File: src/rtl/mc_control_unit.sv
// mc_control_unit: multi-cycle control FSM for the CPU datapath.
// Decodes the IR opcode and steps each instruction through IF/ID/EXE/MEM/WB,
// driving the datapath write enables and mux selects for every state.
//
// Ports:
//   clk, reset (sync, active-low)   - clock and reset
//   op[5:0]                         - IR[31:26]
//   zero, sign                      - ALU result == 0, ALU result bit 31
//   PCWre, IRWre, RegWre            - PC / IR / register file write enables
//   InsMemRw                        - instruction memory read (always 1)
//   PcSrc[1:0], RegDst[1:0]         - next-PC select, destination register select
//   WrRegDSrc, ALUSrcB, ExtSel      - write-back source, ALU B source, extender mode
//   ALUOp[2:0]                      - ALU function
//   mRD, mWR, DBDataSrc             - data memory read/write, DB bus source
//   state[2:0], halted              - debug view of the FSM
module mc_control_unit #(
  parameter logic [5:0] OP_HALT = 6'b111111
) (
  input  logic       clk,
  input  logic       reset,
  input  logic [5:0] op,
  input  logic       zero,
  input  logic       sign,
  output logic       PCWre,
  output logic       IRWre,
  output logic       InsMemRw,
  output logic [1:0] PcSrc,
  output logic [1:0] RegDst,
  output logic       RegWre,
  output logic       WrRegDSrc,
  output logic       ALUSrcB,
  output logic       ExtSel,
  output logic [2:0] ALUOp,
  output logic       mRD,
  output logic       mWR,
  output logic       DBDataSrc,
  output logic [2:0] state,
  output logic       halted
);

  localparam logic [5:0] OP_ADD   = 6'b000000;
  localparam logic [5:0] OP_SUB   = 6'b000001;
  localparam logic [5:0] OP_OR    = 6'b010000;
  localparam logic [5:0] OP_AND   = 6'b010001;
  localparam logic [5:0] OP_SLT   = 6'b100110;
  localparam logic [5:0] OP_ADDI  = 6'b000010;
  localparam logic [5:0] OP_ORI   = 6'b010010;
  localparam logic [5:0] OP_SLTIU = 6'b100111;
  localparam logic [5:0] OP_SW    = 6'b110000;
  localparam logic [5:0] OP_LW    = 6'b110001;
  localparam logic [5:0] OP_BEQ   = 6'b110100;
  localparam logic [5:0] OP_BNE   = 6'b110101;
  localparam logic [5:0] OP_BLTZ  = 6'b110110;
  localparam logic [5:0] OP_J     = 6'b111000;
  localparam logic [5:0] OP_JR    = 6'b111001;
  localparam logic [5:0] OP_JAL   = 6'b111010;

  typedef enum logic [2:0] {
    S_IF     = 3'b000,
    S_ID     = 3'b001,
    S_EXE_LS = 3'b010,
    S_MEM    = 3'b011,
    S_WB_LD  = 3'b100,
    S_EXE_BR = 3'b101,
    S_EXE_AL = 3'b110,
    S_WB_AL  = 3'b111
  } state_t;

  state_t curState;
  logic   isRType;
  logic   isImm;
  logic   isJump;

  assign state    = curState;
  assign InsMemRw = 1'b1;

  always_comb begin
    isRType = (op == OP_ADD) || (op == OP_SUB) || (op == OP_OR) ||
              (op == OP_AND) || (op == OP_SLT);
    isImm   = (op == OP_ADDI) || (op == OP_ORI) || (op == OP_SLTIU);
    isJump  = (op == OP_J) || (op == OP_JR) || (op == OP_JAL);
  end

  // HALT has no encoding of its own: it is ID with the halted flag set.
  always_ff @(posedge clk) begin
    if (!reset) begin
      curState <= S_IF;
      halted   <= 1'b0;
    end else begin
      case (curState)
        S_IF: curState <= S_ID;
        S_ID: begin
          if (!halted) begin
            if (op == OP_HALT)
              halted <= 1'b1;
            else if (op == OP_BEQ || op == OP_BNE || op == OP_BLTZ)
              curState <= S_EXE_BR;
            else if (op == OP_LW || op == OP_SW)
              curState <= S_EXE_LS;
            else if (isRType || isImm)
              curState <= S_EXE_AL;
            else
              curState <= S_IF;
          end
        end
        S_EXE_AL: curState <= S_WB_AL;
        S_WB_AL:  curState <= S_IF;
        S_EXE_BR: curState <= S_IF;
        S_EXE_LS: curState <= S_MEM;
        S_MEM:    curState <= (op == OP_SW) ? S_IF : S_WB_LD;
        S_WB_LD:  curState <= S_IF;
        default:  curState <= S_IF;
      endcase
    end
  end

  always_comb begin
    PCWre     = 1'b0;
    IRWre     = 1'b0;
    RegWre    = 1'b0;
    mRD       = 1'b0;
    mWR       = 1'b0;
    PcSrc     = 2'b00;
    RegDst    = 2'b01;
    WrRegDSrc = 1'b1;
    ALUSrcB   = 1'b0;
    ExtSel    = 1'b1;
    ALUOp     = 3'b000;
    DBDataSrc = 1'b0;

    case (curState)
      S_IF: IRWre = 1'b1;
      S_ID: begin
        if (!halted && op != OP_HALT && !isRType && !isImm &&
            op != OP_LW && op != OP_SW &&
            op != OP_BEQ && op != OP_BNE && op != OP_BLTZ) begin
          // jumps and nops retire here
          PCWre = 1'b1;
          if (op == OP_J) begin
            PcSrc = 2'b11;
          end else if (op == OP_JR) begin
            PcSrc = 2'b10;
          end else if (op == OP_JAL) begin
            PcSrc     = 2'b11;
            RegWre    = 1'b1;
            RegDst    = 2'b00;
            WrRegDSrc = 1'b0;
          end
        end
      end
      S_EXE_AL, S_WB_AL: begin
        ALUSrcB = isImm;
        ExtSel  = (op != OP_ORI);
        case (op)
          OP_SUB:        ALUOp = 3'b001;
          OP_OR, OP_ORI: ALUOp = 3'b011;
          OP_AND:        ALUOp = 3'b100;
          OP_SLTIU:      ALUOp = 3'b101;
          OP_SLT:        ALUOp = 3'b110;
          default:       ALUOp = 3'b000;
        endcase
        if (curState == S_WB_AL) begin
          PCWre  = 1'b1;
          RegWre = 1'b1;
          RegDst = isRType ? 2'b10 : 2'b01;
        end
      end
      S_EXE_BR: begin
        PCWre = 1'b1;
        ALUOp = 3'b001;
        if ((op == OP_BEQ && zero) || (op == OP_BNE && !zero) ||
            (op == OP_BLTZ && sign))
          PcSrc = 2'b01;
      end
      S_EXE_LS: ALUSrcB = 1'b1;
      S_MEM: begin
        if (op == OP_SW) begin
          mWR   = 1'b1;
          PCWre = 1'b1;
        end else begin
          mRD = 1'b1;
        end
      end
      S_WB_LD: begin
        PCWre     = 1'b1;
        DBDataSrc = 1'b1;
        RegWre    = 1'b1;
      end
      default: ;
    endcase

    // reset low suppresses every write so an aborted instruction commits nothing
    if (!reset) begin
      PCWre  = 1'b0;
      IRWre  = 1'b0;
      RegWre = 1'b0;
      mRD    = 1'b0;
      mWR    = 1'b0;
    end
  end

  // isJump kept for readability of decode; referenced to keep it live
  logic unusedJump;
  assign unusedJump = isJump;

endmodule

File: config.mk
export PLATFORM = sky130hd
export DESIGN_NAME = mc_control_unit
export DESIGN_NICKNAME = d
export VERILOG_FILES = /design/src/rtl/mc_control_unit.sv
export SDC_FILE = /design/constraint.sdc
export NUM_CORES = 1
export LEC_CHECK = 0
export ABC_CLOCK_PERIOD_IN_PS = 1500
export CORE_ASPECT_RATIO = 1.25
export CORE_MARGIN = 2
export CORE_UTILIZATION = 36
export CTS_CLUSTER_SIZE = 12
export DETAILED_ROUTE_END_ITERATION = 6
export PLACE_DENSITY = 0.74
export SYNTH_ARGS = -nofsm -noshare
export SYNTH_HDL_FRONTEND = slang
export SYNTH_SLANG_ARGS = --single-unit
File: constraint.sdc
create_clock -name clk -period 1.5 [get_ports clk]
set_input_delay 0.15 -clock clk [delete_from_list [all_inputs] [get_ports clk]]
set_output_delay 0.15 -clock clk [all_outputs]
set_load 0.01 [all_outputs]
==> results_dict.tcl, run 1 <==
set metrics [dict create \
    rsz0062_at_grt "yes" \
    cts_tree "done" \
    ys_seq_elements 4 \
    finalHoldViolations 0 \
    final_cells 177 \
    grt_overflow 0 \
    cap_violations 0 \
    numCtsBuffers 3 \
    p_leak_nw 0.5555 \
    seq_area_frac_synth_pct 12.05 \
    async_flop_share_pct 0 \
    p_clk_share_pct 25.5 \
    period_share_pct 125.3 \
    syn_area_per_cell_um2 6.849 \
    finalPower_w 0.0005016 \
    antenna_found_initial 0 \
    worstSetupPathType "flip-flop to output port" \
    dp_hpwl_mm 1.720 \
    internal_power_w 0.0003374 \
    cts_hold_buffers 0 \
    ios 31 \
    nNetsFinal 170 \
    place.gp.congestion 0.8064 \
    cp.required_ns 1.35 \
    slew_viol_final 0 \
    cts_root_buf "clkbuf_4" \
    drive_gt1_share_pct 51.27 \
    start_util_pct 38.09 \
    status "complete, but fails checks" \
    vias 984 \
    layout-area-overhead-vs-synth_pct 88.89 \
    switching_share_pct 32.72 \
    diodes 0 \
    grt.total_usage_pct 21.93 \
    row_count 17 \
    syn_area_um2 664.4 \
    setup_tns_ns -2.176 \
    setup_viol 9 \
    yosysTopAreaCell "dfxtp_1" \
    final.setup.worst_slack_ns -0.3799 \
    wl_per_cell_um 14.55 \
    violations "setup timing" \
    crit_arrival_ns 1.73 \
    numPortBuffers 29 \
    critPathCaptureType "output port" \
    switchingPower_w 0.0001641 \
    cts_max_level 1 \
    dr.pass1.iters 4 \
    p_seq_share_pct 22.8 \
    clock_insertion_delay_worst_skew_ns 0.23 \
    synth_edf_count 0 \
    core_um2 1744 \
    grt_pass1_vias 921 \
    grt_max_degree 13 \
    power.density_nw_per_um2 399.7 \
    multiInputGateArea_um2 585.6 \
    holdCritPathClass "input pin to flip-flop" \
    clkTransAtPathRegs_ns 0.04 \
    cts.sinks 4 \
    dp_cells 163 \
    synth_area_leaders "dfxtp_1, nand3_1, nor2b_1, nand2_1, nor2_1" \
    combPwrFrac_pct 51.7 \
    finish.utilization_pct 71.95 \
    drt_wl_total_mm 2.575 \
    ant_nets 0 \
    drt_iter0_markers 21 \
    synth.distinct_cells 44 \
    fill_cells 142 \
    ys.flop_type "dfxtp_1" \
    die_h_um 52.03 \
    path_max_fanout 4 \
    synth.top_cell.area_share_pct 12.05 \
    cts_buffer_depth 2 \
    die_area_um2 2207 \
    clock.fmax_ghz 0.5320 \
    viasPerCell 5.559 \
    start_kind "flip-flop" \
    min_period_ns 1.880 \
    die_w_um 42.43 \
    drc_errors 0 \
    register_area_um2 81.33 \
    syn_inst 97 \
    yosys_warnings 0 \
    synth_nets 107 \
    worst_ir_drop_vdd_mv 0.5494 \
    fin_skew_ns 0.006477 \
    grt_pass1_wl_mm 3.781 \
]
==> cell usage in the layout (no fill, tap or decap), types with 2 or more instances in the layout <==
master,synthesis,final
o32ai_2,0,2
nand4b_1,3,3
or4_4,1,2
clkdlybuf4s15_2,0,2
nor2b_4,1,3
inv_1,4,4
o21ai_0,4,3
o211ai_1,2,2
clkdlybuf4s50_1,0,6
nand3b_1,2,2
nand3_1,8,8
buf_4,1,33
a31oi_1,2,2
o22ai_1,2,2
or2_2,2,2
nor2b_1,5,2
nand2_1,7,7
dfxtp_1,4,3
nor2_1,7,5
clkbuf_2,0,4
and2_1,2,2
clkbuf_4,0,3
nand2b_1,3,3
buf_6,1,8
or3_1,3,3
a21oi_1,5,4
buf_2,3,11
==> kinds of logic (layout without fill, tap and decap cells) <==
family	count (synthesis)	after routing	share of synthesized area, %
simple gates	54	54	51.60
compound gates	23	23	23.35
buf+inv	13	74	9.603
flops	4	4	12.05
other cells	1	1	0.5644
xor+xnor	1	1	1.319
mux	1	1	1.507
==> power by group through the flow <==
| stage | Sequential [W] | Combinational, W | Clock [W] |
|---|---|---|---|
| after CTS | 0.000114 | 0.000233 | 0.000132 |
| after global routing | 0.000115 | 0.000277 | 0.000142 |
| after detailed placement | 0.000116 | 0.000230 | 0 |
| after global placement | 0.000116 | 0.000227 | 0 |
| final | 0.000114 | 0.000259 | 0.000128 |
| after floorplan | 0.000119 | 0.000115 | 0 |
==> cells in the mapped netlist (2+ instances only) <==
library cell,count
or3_1,3
a31oi_1,2
nor2b_1,5
nand2_1,7
dfxtp_1,4
nor2_1,7
a21oi_1,5
o22ai_1,2
nand3_1,8
and2_1,2
o32ai_1,2
buf_2,3
nand3b_1,2
clkbuf_1,3
nand4b_1,3
nand2b_1,3
o211ai_1,2
o21ai_0,4
inv_1,4
or2_2,2
==> per-layer routing <==
layer,part of all wire [%],wire [um],global-route usage [%]
met1,39,993,24.32
met2,55,1408,41.54
met3,5.5,142,3.472
met4,1.2,30,7.813
met5,0,0,0
==> critical path, stage by stage (launching register included) <==
cell and delay [ns]:
dfxtp_1 0.30, or3b_4 0.41, nand3b_4 0.18, or3_4 0.37, nor2b_4 0.14, buf_6 0.11
==> layout make-up <==
class	instances	share of cell area (%)
multi-input cells	80	46.66
repair buffers	67	41.97
flip-flops and latches	4	6.481
well taps	19	1.894
clock buffers	3	1.795
inverters	4	1.196
==> metrics by stage <==
stage | area (um^2) | setup slack (ns) | hold slack (ns)
floorplan | 684.4 | -0.1965 | 0.3217
global placement | 1152 | -0.8326 | 0.6345
detailed placement | 1152 | -0.8291 | 0.6543
CTS | 1197 | -0.4337 | 0.5606
global route | 1255 | -0.4387 | 0.4847
finish | 1255 | -0.3799 | 0.4629
==> final timing paths <==
check,start,end,slack [ns],cells past startpoint
setup reg to reg,state[1],halted,0.05,4
setup / recovery,state[1],RegDst[0],-0.38,5
hold reg to reg,halted,halted,0.65,3
hold / removal,op[4],halted,0.46,5
==> repair_timing <==
item | 4_1_cts | 5_1_grt
pin swaps | 12 | 5
setup endpoints to repair | 19 | 17
endpoints found under the hold margin | 0 | 0
buffers inserted | 5 | 6
resized for setup | 78 | 22
cloned | 0 | 0
==> state kept, by name, indices dropped and copies added, names as in the netlist <==
register,flops
halted,1
state,3
(Power assumes the default switching activity.)
==> run 2: changes to the inputs <==
--- a/config.mk
+++ b/config.mk
@@ -11,7 +11,7 @@
 export CORE_UTILIZATION = 36
 export CTS_CLUSTER_SIZE = 12
 export DETAILED_ROUTE_END_ITERATION = 6
-export PLACE_DENSITY = 0.74
+export PLACE_DENSITY = 0.71
 export SYNTH_ARGS = -nofsm -noshare
 export SYNTH_HDL_FRONTEND = slang
 export SYNTH_SLANG_ARGS = --single-unit
==> run 2 against run 1 <==
  * The run still ends with setup timing left
  * Cell area is 12% higher
  * Non-clock buffer count up 9
  * Sequential power about the same
  * Wire length increased by 31%
  * Register-to-register slack lost 0.21 ns
  * Sequential share of layout area decreased by 0.62 points
  * Combinational power up 20%
  * Worst hold slack lost 0.17 ns
  * Clock skew shrank 0.0039 ns
  * Clock power about the same
  * Core utilization grew 8.8 points
  * Critical endpoint is now PcSrc[0]
==> results_dict.tcl, run 2 (synthesis results as in run 1) <==
set metrics [dict create \
    status "complete, but fails checks" \
    violations "setup timing" \
    grt_pass1_vias 1026 \
    die_h_um 52.03 \
    slew_viol_final 0 \
    period_share_pct 126.5 \
    dp_hpwl_mm 1.821 \
    antenna_found_initial 0 \
    vias 1090 \
    ant_nets 0 \
    start_kind "flip-flop" \
    routed.top_layer "met4" \
    cts.sinks 4 \
    start_util_pct 38.09 \
    wl_met3_um 131 \
    fin_hold_ws_ns 0.2932 \
    power.density_nw_per_um2 392.2 \
    worst_ir_drop_vdd_mv 0.4510 \
    clkTransAtPathRegs_ns 0.04 \
    drt_iter0_markers 23 \
    drt_wl_total_mm 3.364 \
    layout-area-overhead-vs-synth_pct 112.1 \
    finalHoldViolations 0 \
    setup_viol 10 \
    cts_root_buf "clkbuf_4" \
    grt_overflow 0 \
    crit_arrival_ns 1.75 \
    cp.required_ns 1.35 \
    min_period_ns 1.898 \
    numCtsBuffers 3 \
    clock.fmax_ghz 0.5269 \
    die_area_um2 2207 \
    p_leak_nw 0.6532 \
    fin_skew_ns 0.002582 \
    critPathCaptureType "output port" \
    dr.pass1.iters 4 \
    path_max_fanout 4 \
    fill_cells 121 \
    numPortBuffers 29 \
    register_area_um2 82.58 \
    largest_reg_flops 3 \
    nNetsFinal 179 \
    grt.total_usage_pct 25.78 \
    clock_insertion_delay_worst_skew_ns 0.23 \
    worstSetupPathType "flip-flop to output port" \
    row_count 17 \
    pre_cts_slack_ns -0.8428 \
    diodes 0 \
    wirelength_met1_mm 1.353 \
    cap_violations 0 \
    holdCritPathClass "input pin to flip-flop" \
    final_cell_mix "buf_4, buf_6, buf_2, nand3_1, nand2_1" \
    cts_hold_buffers 0 \
    cts_tree "done" \
    place.gp.congestion 0.8298 \
    final_common_cell "buf_4" \
    rsz0062_at_grt "yes" \
    viasPerCell 5.860 \
    multiInputGateArea_um2 644.4 \
    finalPower_w 0.0005526 \
    core_um2 1744 \
    cts_buffer_depth 2 \
    wl_per_cell_um 18.09 \
    die_w_um 42.43 \
    drive_gt1_share_pct 61.68 \
    drc_errors 0 \
    final.setup.worst_slack_ns -0.3979 \
    grt_pass1_wl_mm 4.464 \
    dr_wl_met2_mm 1.714 \
    ios 31 \
    grt_max_degree 13 \
    cts_max_level 1 \
]
run 2: changes by cell type in the layout (fill, tap and decap cells not counted), moves of 2 or more:
cell / before / now
clkbuf_2: 4 / 1
clkdlybuf4s50_1: 6 / 4
nor2_1: 5 / 3
or2_2: 2 / 0
dlymetal6s2s_1: 1 / 3
or2_4: 1 / 3
buf_4: 33 / 37
buf_2: 11 / 14
buf_6: 8 / 15
run 2: layer usage:
metal	track usage, %	up-vias
li1	-	496
met2	49.23	49
met1	29.17	531
met5	0	-
met3	1.736	14
met4	10.42	0
run 2: timing repair:
| item | in CTS | in global routing |
|---|---|---|
| pin swaps | 9 | 10 |
| buffers inserted | 10 | 6 |
| resized for setup | 100 | 32 |
| endpoints found under the setup margin | 19 | 18 |
| gates cloned | 0 | 1 |
| endpoints found under the hold margin | 0 | 0 |
run 2: final timing paths:
kind | from | endpoint | slack [ns] | cells after the start
hold reg to reg | halted | halted | 0.67 | 3
hold / removal | reset | state[1] | 0.29 | 3
setup reg to reg | state[1] | halted | -0.16 | 5
setup / recovery | state[1] | PcSrc[0] | -0.40 | 5
run 2: cell type report:
class	instances	share of cell area, %
Multi-Input combinational cell	80	45.74
Timing Repair Buffer	76	44.05
Sequential cell	4	5.861
Tap cell	19	1.687
Clock buffer	3	1.599
Inverter	4	1.066
run 2: metrics by stage:
step	std cells	TNS, ns	area, um^2	utilization [%]
final	186	-2.192	1409	80.77
after global routing	186	-2.827	1409	80.77
after CTS	179	-2.442	1301	74.61
after detailed placement	166	-10.77	1175	67.36
after global placement	166	-10.18	1175	67.36
after floorplan	97	-0.6106	684.4	-
run 2: power by group:
group | total, W | internal, W | switching [W]
combinational | 0.000312 | 0.000162 | 0.000150
clock | 0.000126 | 0.0000890 | 0.0000366
sequential | 0.000115 | 0.000112 | 0.00000260
total | 0.000553 | 0.000363 | 0.000189
run 2: worst max-delay path, stage by stage, from the launching register on:
cell and delay, ns:
dfxtp_1 0.30, or3b_4 0.41, nand3b_4 0.19, or3_1 0.35, a21oi_2 0.14, buf_2 0.14
